**config.mk**
```make
export PLATFORM = sky130hd
export DESIGN_NAME = prism_in_cond_flat
export DESIGN_NICKNAME = d
export VERILOG_FILES = /design/src/rtl/prism_in_cond_if.sv /design/src/rtl/prism_in_cond.sv /design/src/flat_wrapper.sv
export SDC_FILE = /design/constraint.sdc
export NUM_CORES = 1
export LEC_CHECK = 0
export CORE_ASPECT_RATIO = 0.6
export CORE_MARGIN = 2
export CORE_UTILIZATION = 45
export DETAILED_ROUTE_END_ITERATION = 16
export PLACE_DENSITY = 0.88
export SKIP_LAST_GASP = 1
export SYNTH_ARGS = -nofsm -noshare
export SYNTH_HDL_FRONTEND = slang
export SYNTH_SLANG_ARGS = --single-unit
```
**constraint.sdc**
```tcl
create_clock -name clk -period 4.8 [get_ports clk]
set_input_delay 0.72 -clock clk [delete_from_list [all_inputs] [get_ports clk]]
set_output_delay 0.72 -clock clk [all_outputs]
set_load 0.03 [all_outputs]
```
**src/rtl/prism_in_cond_if.sv**
```systemverilog
// Register-access bus for prism_in_cond: one-cycle write strobe plus a
// combinational read port selected by cfg_addr.
interface prism_in_cond_if;
  logic        cfg_wr;
  logic [1:0]  cfg_addr;
  logic [31:0] cfg_wdata;
  logic [31:0] cfg_rdata;

  modport master (output cfg_wr, cfg_addr, cfg_wdata, input cfg_rdata);
  modport slave  (input cfg_wr, cfg_addr, cfg_wdata, output cfg_rdata);
endinterface

```
**src/rtl/prism_in_cond.sv**
```systemverilog
// prism_in_cond: input conditioning ahead of the PRISM FSM input bus.
// Each channel gets a two-flop synchronizer, an optional glitch filter and
// rise/fall edge qualification producing one-cycle pulses. Qualified edges
// set sticky event flags that drive a maskable interrupt.
// Optional feature macro: PRISM_IN_COND_FILTER_EN builds the glitch filter
// counters and the FILT register; without it level follows the synchronizer.
module prism_in_cond #(
  parameter int WIDTH  = 8,
  parameter int FILT_W = 4
) (
  input  logic             clk,
  input  logic             rst,
  input  logic [WIDTH-1:0] pin_in,
  prism_in_cond_if.slave   cfg,
  output logic [WIDTH-1:0] level_out,
  output logic [WIDTH-1:0] edge_out,
  output logic             event_irq
);

  localparam logic [1:0] ADDR_FILT  = 2'd0;
  localparam logic [1:0] ADDR_EDGE  = 2'd1;
  localparam logic [1:0] ADDR_EVENT = 2'd2;
  localparam logic [1:0] ADDR_MASK  = 2'd3;

  logic [WIDTH-1:0]   sync1;
  logic [WIDTH-1:0]   sync_s;
  logic [WIDTH-1:0]   level_nxt;
  logic [WIDTH-1:0]   rise_sel;
  logic [WIDTH-1:0]   fall_sel;
  logic [WIDTH-1:0]   w1c;
  logic [WIDTH-1:0]   event_flags;
  logic [WIDTH-1:0]   mask;
  logic [2*WIDTH-1:0] edge_sel;
  logic               wr_edge;
  logic               wr_event;
  logic               wr_mask;
  logic               unused_bits;

  assign wr_edge  = cfg.cfg_wr && (cfg.cfg_addr == ADDR_EDGE);
  assign wr_event = cfg.cfg_wr && (cfg.cfg_addr == ADDR_EVENT);
  assign wr_mask  = cfg.cfg_wr && (cfg.cfg_addr == ADDR_MASK);
  assign w1c      = wr_event ? cfg.cfg_wdata[WIDTH-1:0] : '0;

  // Upper write-data bits have no register behind them.
  assign unused_bits = ^cfg.cfg_wdata;

  // Split the packed 2-bit-per-channel EDGE_SEL into rise/fall enables.
  always_comb begin
    rise_sel = '0;
    fall_sel = '0;
    for (int i = 0; i < WIDTH; i++) begin
      rise_sel[i] = edge_sel[2*i];
      fall_sel[i] = edge_sel[2*i+1];
    end
  end

`ifdef PRISM_IN_COND_FILTER_EN
  logic              wr_filt;
  logic [FILT_W-1:0] thresh;
  logic [WIDTH-1:0]  filt_en;
  logic [FILT_W-1:0] cnt [WIDTH];

  assign wr_filt = cfg.cfg_wr && (cfg.cfg_addr == ADDR_FILT);

  // FILT register and per-channel run-length counters; a FILT write restarts every count.
  always_ff @(posedge clk or posedge rst) begin
    if (rst) begin
      thresh  <= '0;
      filt_en <= '0;
      // NOTE: this counter array is a small flop bank, not a RAM, so resetting every entry is cheap and required.
      for (int i = 0; i < WIDTH; i++) cnt[i] <= '0;
    end else begin
      if (wr_filt) begin
        thresh  <= cfg.cfg_wdata[FILT_W-1:0];
        filt_en <= cfg.cfg_wdata[8 +: WIDTH];
      end
      for (int i = 0; i < WIDTH; i++) begin
        if (wr_filt || !filt_en[i] || (sync_s[i] == level_out[i]) || (cnt[i] == thresh))
          cnt[i] <= '0;
        else
          cnt[i] <= cnt[i] + 1'b1;
      end
    end
  end

  // Next level: follow s directly, or only once s has differed for thresh+1 cycles.
  always_comb begin
    // NOTE: default assignment first so every path drives level_nxt and no latch is inferred.
    level_nxt = level_out;
    for (int i = 0; i < WIDTH; i++) begin
      if (!filt_en[i])
        level_nxt[i] = sync_s[i];
      else if (!wr_filt && (sync_s[i] != level_out[i]) && (cnt[i] == thresh))
        level_nxt[i] = sync_s[i];
    end
  end
`else
  localparam int UNUSED_FILT_W = FILT_W;

  // Without the filter the level is simply the synchronized pin.
  always_comb begin
    level_nxt = sync_s;
  end
`endif

  // Synchronizer, level/edge pipeline, config registers, sticky events and interrupt.
  always_ff @(posedge clk or posedge rst) begin
    if (rst) begin
      sync1       <= '0;
      sync_s      <= '0;
      level_out   <= '0;
      edge_out    <= '0;
      edge_sel    <= '0;
      mask        <= '0;
      event_flags <= '0;
      event_irq   <= 1'b0;
    end else begin
      // NOTE: non-blocking assignments make sync1 -> sync_s a real two-stage shift, not a wire.
      sync1     <= pin_in;
      sync_s    <= sync1;
      level_out <= level_nxt;
      edge_out  <= (level_nxt & ~level_out & rise_sel) |
                   (~level_nxt & level_out & fall_sel);
      if (wr_edge) edge_sel <= cfg.cfg_wdata[2*WIDTH-1:0];
      if (wr_mask) mask     <= cfg.cfg_wdata[WIDTH-1:0];
      // A new edge outranks a simultaneous write-1-to-clear.
      event_flags <= (event_flags & ~w1c) | edge_out;
      event_irq   <= |(event_flags & mask);
    end
  end

  // Combinational register read-back.
  always_comb begin
    cfg.cfg_rdata = '0;
    case (cfg.cfg_addr)
      ADDR_FILT: begin
`ifdef PRISM_IN_COND_FILTER_EN
        cfg.cfg_rdata[FILT_W-1:0] = thresh;
        cfg.cfg_rdata[8 +: WIDTH] = filt_en;
`endif
      end
      ADDR_EDGE:  cfg.cfg_rdata[2*WIDTH-1:0] = edge_sel;
      ADDR_EVENT: cfg.cfg_rdata[WIDTH-1:0]   = event_flags;
      ADDR_MASK:  cfg.cfg_rdata[WIDTH-1:0]   = mask;
      default:    cfg.cfg_rdata = '0;
    endcase
  end

endmodule

```
**src/flat_wrapper.sv**
```systemverilog
// flat-port wrapper written by rule: the top's interface ports become plain ports
module prism_in_cond_flat 
#(
  parameter int WIDTH  = 8,
  parameter int FILT_W = 4
)
  (clk, rst, pin_in, level_out, edge_out, event_irq, cfg_cfg_wr, cfg_cfg_addr, cfg_cfg_wdata, cfg_cfg_rdata);
  prism_in_cond_if cfg_i ();
  input  logic clk;
  input  logic rst;
  input  logic [WIDTH-1:0] pin_in;
  output logic [WIDTH-1:0] level_out;
  output logic [WIDTH-1:0] edge_out;
  output logic event_irq;
  input wire logic [$bits(cfg_i.cfg_wr)-1:0] cfg_cfg_wr;
  input wire logic [$bits(cfg_i.cfg_addr)-1:0] cfg_cfg_addr;
  input wire logic [$bits(cfg_i.cfg_wdata)-1:0] cfg_cfg_wdata;
  output wire logic [$bits(cfg_i.cfg_rdata)-1:0] cfg_cfg_rdata;
  assign cfg_i.cfg_wr = cfg_cfg_wr;
  assign cfg_i.cfg_addr = cfg_cfg_addr;
  assign cfg_i.cfg_wdata = cfg_cfg_wdata;
  assign cfg_cfg_rdata = cfg_i.cfg_rdata;
  prism_in_cond #(.WIDTH(WIDTH), .FILT_W(FILT_W)) u_core (.clk(clk), .rst(rst), .pin_in(pin_in), .cfg(cfg_i), .level_out(level_out), .edge_out(edge_out), .event_irq(event_irq));
endmodule
```
==> results.txt, run 1 <==
max_slew headroom = 0.552
antenna cell count = 0
Worst Tran Pin Value = 0.670 ns
Post-Place Cell Area = 0.00328 sq mm
Synth Flop Type = dfrtp_1
vias in the first global route = 1754
routability cong. = 0.803
crit path max fanout = 13
first-pass GRT wire length = 8730 um
min Tclk post-route = 3.65 ns
Port Buffers = 61
WP buf/inv = 3
mapped cell area = 0.00265 sq mm
DR DRC count = 0
CTS hold repair buffers = 0
CTS root buf = clkbuf_8
Placement Rows = 21
final hold violation count = 0
leakage = 1.54 nW
Post-Route Skew = 0.00567 ns
EDFF count, synth = 0
final setup fails = 0
worst min-delay path category = flop to flop
FF-to-FF End = u_core.event_irq
post-synthesis register bit count = 65
GRT Overall Usage = 0.181
ys async rst share = 1.00
Worst EP arrival = 2.93 ns
Worst EP required = 4.08 ns
cts bufs inserted = 9
CTS clk-pin slew, worst paths = 0.06 ns
total power = 1.43 mW
Seq/Total Area, Yosys = 0.615
WHS = 0.348 ns
Routed WL per cell = 15.1 um
Setup crit end kind = output pin
Distinct cells, synth = 24
slowest stage delay, CP = 0.68 ns
max_cap viols = 0
vias = 1686
CTS resizes = 0
ANT nets after route = 0
Worst setup SP type = primary input
clock latency on the worst-skew pair = 0.33 ns
WHS Endpoint = u_core.level_nxt[6]
status = complete, no violations
pwr dens = 413 mW/mm^2
drt initial violations = 48
min-delay src = u_core.sync1[6]
fin util = 0.617
Reg-to-Reg Start = u_core.event_flags[2]
GRT overflow = 0
IO Pins = 94
cell family with most CP delay = buffers and inverters
Layout area overhead = 31.2%
Final Cycle Share = 0.761
largest net degree at the start of global routing = 39
worst reg2reg setup slack = 3.94 ns
share of layout cells above drive strength 1 = 0.195
dpl ws = 1.14 ns
Clock Sinks = 65
Max VDD drop = 211 uV
die height = 63.4 um
reg2reg path depth = 2
Die X = 103 um
DP HPWL = 3740 um
Post-Syn Area per Cell = 13.6 sq um
H-tree Lvls = 3
WHS Path Cells = 0
Core Region = 0.00562 sq mm
vias per cell = 4.86
Starting Density = 0.470
Setup CP Type = primary input to output pin
Inst Count DP = 332
unrepaired setup endpoints after global routing = false
final slew viol count = 0
Top cell by count, worst path = clkdlybuf4s50_1
Cells after Synth = 194
CTS tree = built
Design Area, Final = 0.00347 sq mm
initial antenna violation count = 0
final wirelength = 5230 um
setup TNS = 0 ns
setup ws final = 1.15 ns
die area = 0.00653 sq mm
critical path's slowest cell = clkdlybuf4s50_1
Fmax = 274 MHz
CTS Buffer Depth = 2
DR pass1 iterations = 4
Finished Layout Cells = 347
Post-CTS Setup Bufs = 0
Ys Warns = 0
final-stage net count = 308
Cell Chain, Critical Path = clkdlybuf4s50_1 > buf_4 > nor2b_1 > a22o_1 > clkdlybuf4s50_1
-- report_power, final --
part	internal [mW]	total, mW	switching [mW]	leakage [nW]
clock network	0.264	0.454	0.190	0.102
logic	0.152	0.302	0.151	0.678
registers	0.620	0.676	0.0567	0.759
-- cell usage after synthesis, types with 2 or more instances --
library cell | number | area share
dfrtp_1 | 65 | 0.61
mux2_2 | 22 | 0.094
buf_4 | 17 | 0.048
mux2_4 | 10 | 0.057
nand2_1 | 10 | 0.014
inv_1 | 9 | 0.013
a22o_1 | 8 | 0.026
a31oi_1 | 8 | 0.019
and2_1 | 8 | 0.019
nor2_1 | 8 | 0.011
nand3b_1 | 7 | 0.020
o21ai_0 | 5 | 0.0095
a22oi_1 | 4 | 0.011
buf_6 | 2 | 0.0085
o22ai_1 | 2 | 0.0047
-- layer usage --
metal  GRT usage  up-vias  part of all wire
met5           0        -                 0
met4      0.0740        0            0.0084
met3      0.0710        6             0.078
met2       0.263       68              0.46
met1       0.242      834              0.45
li1            -      778                 -
-- registers in the layout, indices dropped and copies added (netlist names) --
name / count
u_core.event_flags: 8
u_core.edge_sel: 16
u_core.level_nxt: 8
u_core.event_irq: 1
u_core.mask: 8
u_core.sync1: 8
u_core.edge_out: 8
u_core.level_out: 8
-- logic make-up after synthesis --
kind of cell    count (synthesis)  synth area share
flops                          65             0.615
compound gates                 27            0.0710
other cells                     1           0.00142
mux                            32             0.150
buf+inv                        30            0.0728
simple gates                   39            0.0894
-- worst max path at each step --
stage	cells past startpoint	endpoint	startpoint
global route	5	cfg_cfg_rdata[1]	cfg_cfg_addr[1]
finish	5	cfg_cfg_rdata[0]	cfg_cfg_addr[1]
floorplan	1	u_core.edge_out[0]	rst
global placement	5	cfg_cfg_rdata[5]	cfg_cfg_addr[1]
detailed placement	5	cfg_cfg_rdata[0]	cfg_cfg_addr[1]
CTS	5	cfg_cfg_rdata[0]	cfg_cfg_addr[1]
-- layout by cell type (no fill, tap or decap), types with 2 or more instances in the layout --
| cell | n |
|---|---|
| nand2_1 | 10 |
| clkdlybuf4s50_1 | 61 |
| a31oi_1 | 8 |
| dfrtp_1 | 65 |
| o22ai_1 | 2 |
| a22o_1 | 8 |
| clkbuf_8 | 11 |
| a22oi_1 | 4 |
| conb_1 | 16 |
| mux2_4 | 10 |
| nand3b_1 | 7 |
| buf_4 | 3 |
| nor2_1 | 8 |
| mux2_2 | 22 |
| and2_1 | 8 |
| clkinv_2 | 2 |
| inv_1 | 8 |
| o21ai_0 | 5 |
-- final cells by class --
cell class | count | area (sq um)
Multi-Input combinational cell | 114 | 882
Clock inverter | 3 | 40.0
Fill cell | 463 | 2150
Tap cell | 80 | 100
Clock buffer | 12 | 155
Sequential cell | 65 | 1630
Timing Repair Buffer | 64 | 633
Inverter | 9 | 33.8
Note: power is estimated with default switching activity, not from simulation.
==> inputs of run 2 (changes only) <==
--- a/config.mk
+++ b/config.mk
@@ -7,9 +7,9 @@
 export LEC_CHECK = 0
 export CORE_ASPECT_RATIO = 0.6
 export CORE_MARGIN = 2
-export CORE_UTILIZATION = 45
+export CORE_UTILIZATION = 40
 export DETAILED_ROUTE_END_ITERATION = 16
-export PLACE_DENSITY = 0.88
+export PLACE_DENSITY = 0.83
 export SKIP_LAST_GASP = 1
 export SYNTH_ARGS = -nofsm -noshare
 export SYNTH_HDL_FRONTEND = slang
==> constraint.sdc (replaced) <==
create_clock -name clk -period 3.35 [get_ports clk]
set_input_delay 0.5025 -clock clk [delete_from_list [all_inputs] [get_ports clk]]
set_output_delay 0.5025 -clock clk [all_outputs]
set_load 0.03 [all_outputs]
==> results.txt, run 2 (synthesis results as in run 1) <==
CTS resizes = 0
first-pass GRT wire length = 8830 um
final setup fails = 0
DR DRC count = 0
CTS tree = built
Fmax = 329 MHz
Top cell by count, worst path = clkdlybuf4s50_1
Routed WL per cell = 15.7 um
setup ws final = 0.309 ns
max reg flops = 16
antenna cell count = 0
Post-Route Skew = 0.00620 ns
Post-Place Cell Area = 0.00330 sq mm
slowest stage delay, CP = 0.68 ns
max_slew headroom = 0.664
largest net degree at the start of global routing = 40
Setup CP Type = primary input to output pin
drt initial violations = 41
Worst Tran Pin Value = 0.504 ns
Post-CTS Setup Bufs = 0
Cell Chain, Critical Path = clkdlybuf4s50_1 > buf_4 > mux2_2 > a22o_1 > clkdlybuf4s50_1
WP buf/inv = 3
Worst setup SP type = primary input
DR pass1 iterations = 3
crit path max fanout = 8
CTS Buffer Depth = 2
Die X = 109 um
final slew viol count = 0
Starting Density = 0.423
Max VDD drop = 269 uV
vias per cell = 4.71
unrepaired setup endpoints after global routing = false
cell family with most CP delay = buffers and inverters
clock latency on the worst-skew pair = 0.34 ns
Placement Rows = 22
final wirelength = 5570 um
Layout area overhead = 32.4%
Most flops, register = u_core.edge_sel
vias = 1666
DP HPWL = 3980 um
CTS hold repair buffers = 0
CTS root buf = clkbuf_8
fillers = 527
final hold violation count = 0
die area = 0.00730 sq mm
Worst EP arrival = 2.54 ns
leakage = 1.55 nW
final-stage net count = 310
CTS clk-pin slew, worst paths = 0.07 ns
commonest non-fill, non-tap cell in the layout = dfrtp_1
Port Buffers = 61
max_cap viols = 0
pwr dens = 593 mW/mm^2
H-tree Lvls = 3
Design Area, Final = 0.00350 sq mm
IO Pins = 94
Worst EP required = 2.85 ns
critical path's slowest cell = clkdlybuf4s50_1
routability cong. = 0.860
worst min-delay path category = flop to flop
setup TNS = 0 ns
initial antenna violation count = 0
vias in the first global route = 1732
status = complete, no violations
share of layout cells above drive strength 1 = 0.204
cts bufs inserted = 9
die height = 67.0 um
Final Cycle Share = 0.908
total power = 2.08 mW
Setup crit end kind = output pin
GRT overflow = 0
most frequent cells in the layout = dfrtp_1, clkdlybuf4s50_1, mux2_2
GRT Overall Usage = 0.170
dpl ws = 0.313 ns
min Tclk post-route = 3.04 ns
Core Region = 0.00625 sq mm
Clock Sinks = 65
ANT nets after route = 0
## run 2: changes by cell type in the layout (fill, tap and decap cells not counted), sizes merged
cell,previous run,this run
buf,3,5
clkinvlp,0,1
## run 2: where the power goes
part,switching [mW],internal [mW]
combinational,0.218,0.219
clock,0.286,0.384
sequential,0.0825,0.888
total,0.587,1.49
## run 2: metal layers
| layer | GRT usage | part of all wire |
|---|---|---|
| met1 | 0.215 | 0.48 |
| met2 | 0.253 | 0.43 |
| met3 | 0.0763 | 0.076 |
| met4 | 0.0689 | 0.016 |
| met5 | 0 | 0 |
## run 2: stage by stage
step / std cells / util / hold WS [ns]
global placement: 338 / 0.527 / 0.332
detailed placement: 338 / 0.527 / 0.336
floorplan: 209 / - / 0.331
finish: 354 / 0.560 / 0.350
CTS: 354 / 0.560 / 0.351
global route: 354 / 0.560 / 0.359
## run 2: final timing paths
| check | from | endpoint | slack [ns] | cells after the start |
|---|---|---|---|---|
| setup / recovery | cfg_cfg_addr[1] | cfg_cfg_rdata[2] | 0.31 | 5 |
| hold / removal | u_core.sync1[3] | u_core.level_nxt[3] | 0.35 | 0 |
| setup reg to reg | u_core.event_flags[2] | u_core.event_irq | 2.47 | 2 |
| hold reg to reg | u_core.sync1[3] | u_core.level_nxt[3] | 0.35 | 0 |
| max in group asynchronous | rst | u_core.mask[6] | 2.38 | 3 |
| min in group asynchronous | rst | u_core.edge_sel[12] | 0.54 | 3 |
## run 2: final cells by class
type / instances / area [sq um] / share of cell area
clock buffer: 12 / 155 / 0.0443
clock inverter: 4 / 51.3 / 0.0146
inverter: 9 / 33.8 / 0.00965
multi-input combinational: 114 / 882 / 0.252
sequential: 65 / 1630 / 0.464
tap: 84 / 105 / 0.0300
timing repair buffer: 66 / 648 / 0.185
## run 2: worst reg2reg max path, cell delays in order (launching register included)
cell and delay [ns]:
dfrtp_1 0.40, a22oi_1 0.24, nand4_1 0.12
==> inputs of run 3 (changes only) <==
--- a/config.mk
+++ b/config.mk
@@ -7,9 +7,10 @@
 export LEC_CHECK = 0
 export CORE_ASPECT_RATIO = 0.6
 export CORE_MARGIN = 2
-export CORE_UTILIZATION = 40
+export CORE_UTILIZATION = 42
+export CTS_BUF_LIST = sky130_fd_sc_hd__clkbuf_8
 export DETAILED_ROUTE_END_ITERATION = 16
-export PLACE_DENSITY = 0.83
+export PLACE_DENSITY = 0.87
 export SKIP_LAST_GASP = 1
 export SYNTH_ARGS = -nofsm -noshare
 export SYNTH_HDL_FRONTEND = slang
==> results.txt, run 3 (synthesis results as in run 1) <==
max_cap viols = 0
crit path max fanout = 12
Post-CTS Setup Bufs = 0
min Tclk post-route = 3.03 ns
clock latency on the worst-skew pair = 0.34 ns
internal power = 1.59 mW
fin util = 0.580
drt initial violations = 66
fillers = 527
Worst setup SP type = primary input
CTS Buffer Depth = 2
DP HPWL = 3790 um
most frequent cells in the layout = dfrtp_1, clkdlybuf4s50_1, mux2_2
CTS clk-pin slew, worst paths = 0.07 ns
Worst EP required = 2.85 ns
GRT overflow = 0
largest net degree at the start of global routing = 42
Most flops, register = u_core.edge_sel
Setup CP Type = primary input to output pin
GRT Overall Usage = 0.166
pwr dens = 616 mW/mm^2
final hold violation count = 0
Routed WL per cell = 15.1 um
Worst Tran Pin Value = 0.511 ns
final setup fails = 0
Combinational Power Share = 0.200
IO Pins = 94
H-tree Lvls = 3
register area = 0.00163 sq mm
Max VDD drop = 221 uV
Placement Rows = 22
Top cell by count, worst path = clkdlybuf4s50_1
Clk network pwr share = 0.355
share of layout cells above drive strength 1 = 0.210
Layout area overhead = 33.9%
Port Buffers = 61
first-pass GRT wire length = 8540 um
DR pass1 iterations = 4
Post-Place Cell Area = 0.00330 sq mm
final-stage net count = 311
leakage = 1.57 nW
Cell Chain, Critical Path = clkdlybuf4s50_1 > and2b_1 > and2_1 > clkdlybuf4s50_1
combined area of the multi-input logic cells = 882 sq um
Design Area, Final = 0.00354 sq mm
Worst EP arrival = 2.53 ns
slowest stage delay, CP = 0.67 ns
CTS hold repair buffers = 0
vias = 1693
DR DRC count = 0
ANT nets after route = 0
Post-Route Skew = 0.00520 ns
WHS = 0.351 ns
commonest non-fill, non-tap cell in the layout = dfrtp_1
die height = 65.5 um
unrepaired setup endpoints after global routing = false
final slew viol count = 0
die area = 0.00697 sq mm
max_slew headroom = 0.659
Setup crit end kind = output pin
Switching Power = 0.594 mW
Core Region = 0.00611 sq mm
max reg flops = 16
setup TNS = 0 ns
vias in the first global route = 1750
CTS root buf = clkbuf_8
Starting Density = 0.433
status = complete, no violations
CTS tree = built
sequential cell fraction of total power = 0.445
CTS resizes = 0
antenna cell count = 0
cts bufs inserted = 9
Fmax = 330 MHz
Sw Share = 0.273
Clock Sinks = 65
worst min-delay path category = flop to flop
final wirelength = 5370 um
routability cong. = 0.864
critical path's slowest cell = clkdlybuf4s50_1
initial antenna violation count = 0
Final Cycle Share = 0.905
vias per cell = 4.77
Die X = 106 um
==> run 3: cell types whose count changed in the layout (fill, tap and decap cells not counted), sizes merged <==
| cell | change |
|---|---|
| clkinvlp | -1 |
| buf | +1 |
| bufinv | +1 |
==> run 3: path summary, 6_finish.rpt <==
| check | from | end | cells after the start | slack (ns) |
|---|---|---|---|---|
| hold / removal | u_core.sync1[4] | u_core.level_nxt[4] | 0 | 0.35 |
| max in group asynchronous | rst | u_core.mask[6] | 3 | 2.36 |
| min in group asynchronous | rst | u_core.edge_sel[13] | 3 | 0.54 |
| setup reg to reg | u_core.event_flags[2] | u_core.event_irq | 2 | 2.49 |
| setup / recovery | cfg_cfg_addr[1] | cfg_cfg_rdata[11] | 4 | 0.32 |
| hold reg to reg | u_core.sync1[4] | u_core.level_nxt[4] | 0 | 0.35 |
==> run 3: through the flow <==
stage,power (mW),std cells,setup slack (ns)
2_1_floorplan,1.26,209,1.22
3_5_place_dp,1.42,339,0.316
3_3_place_gp,1.41,339,0.338
6_report,2.18,355,0.319
4_1_cts,2.21,355,0.292
5_1_grt,2.28,355,0.194
==> run 3: layer usage <==
layer | vias to the layer above | wire length [um] | part of all wire | GRT usage
met5 | - | 0 | 0 | 0
met4 | 0 | 75 | 0.014 | 0.0601
met3 | 8 | 438 | 0.082 | 0.0754
met2 | 59 | 2340 | 0.44 | 0.246
met1 | 841 | 2520 | 0.47 | 0.216
li1 | 785 | - | - | -
==> run 3: worst max-delay path, delay by kind of cell <==
kind | cells | cell delay (ns)
simple gates | 2 | 0.68
buf+inv | 2 | 1.34
==> run 3: power by group through the flow <==
stage	sequential (mW)	clock (mW)	combinational [mW]
3_5_place_dp	0.983	0	0.440
4_1_cts	0.969	0.796	0.442
3_3_place_gp	0.976	0	0.430
6_report	0.970	0.775	0.436
5_1_grt	0.983	0.833	0.468
2_1_floorplan	0.992	0	0.266
==> run 3: final cells by class <==
| cell class | count | area share |
|---|---|---|
| clock inverter | 4 | 0.0208 |
| inverter | 9 | 0.00954 |
| clock buffer | 12 | 0.0466 |
| timing repair buffer | 67 | 0.185 |
| tap | 84 | 0.0297 |
| sequential | 65 | 0.459 |
| multi-input combinational | 114 | 0.249 |
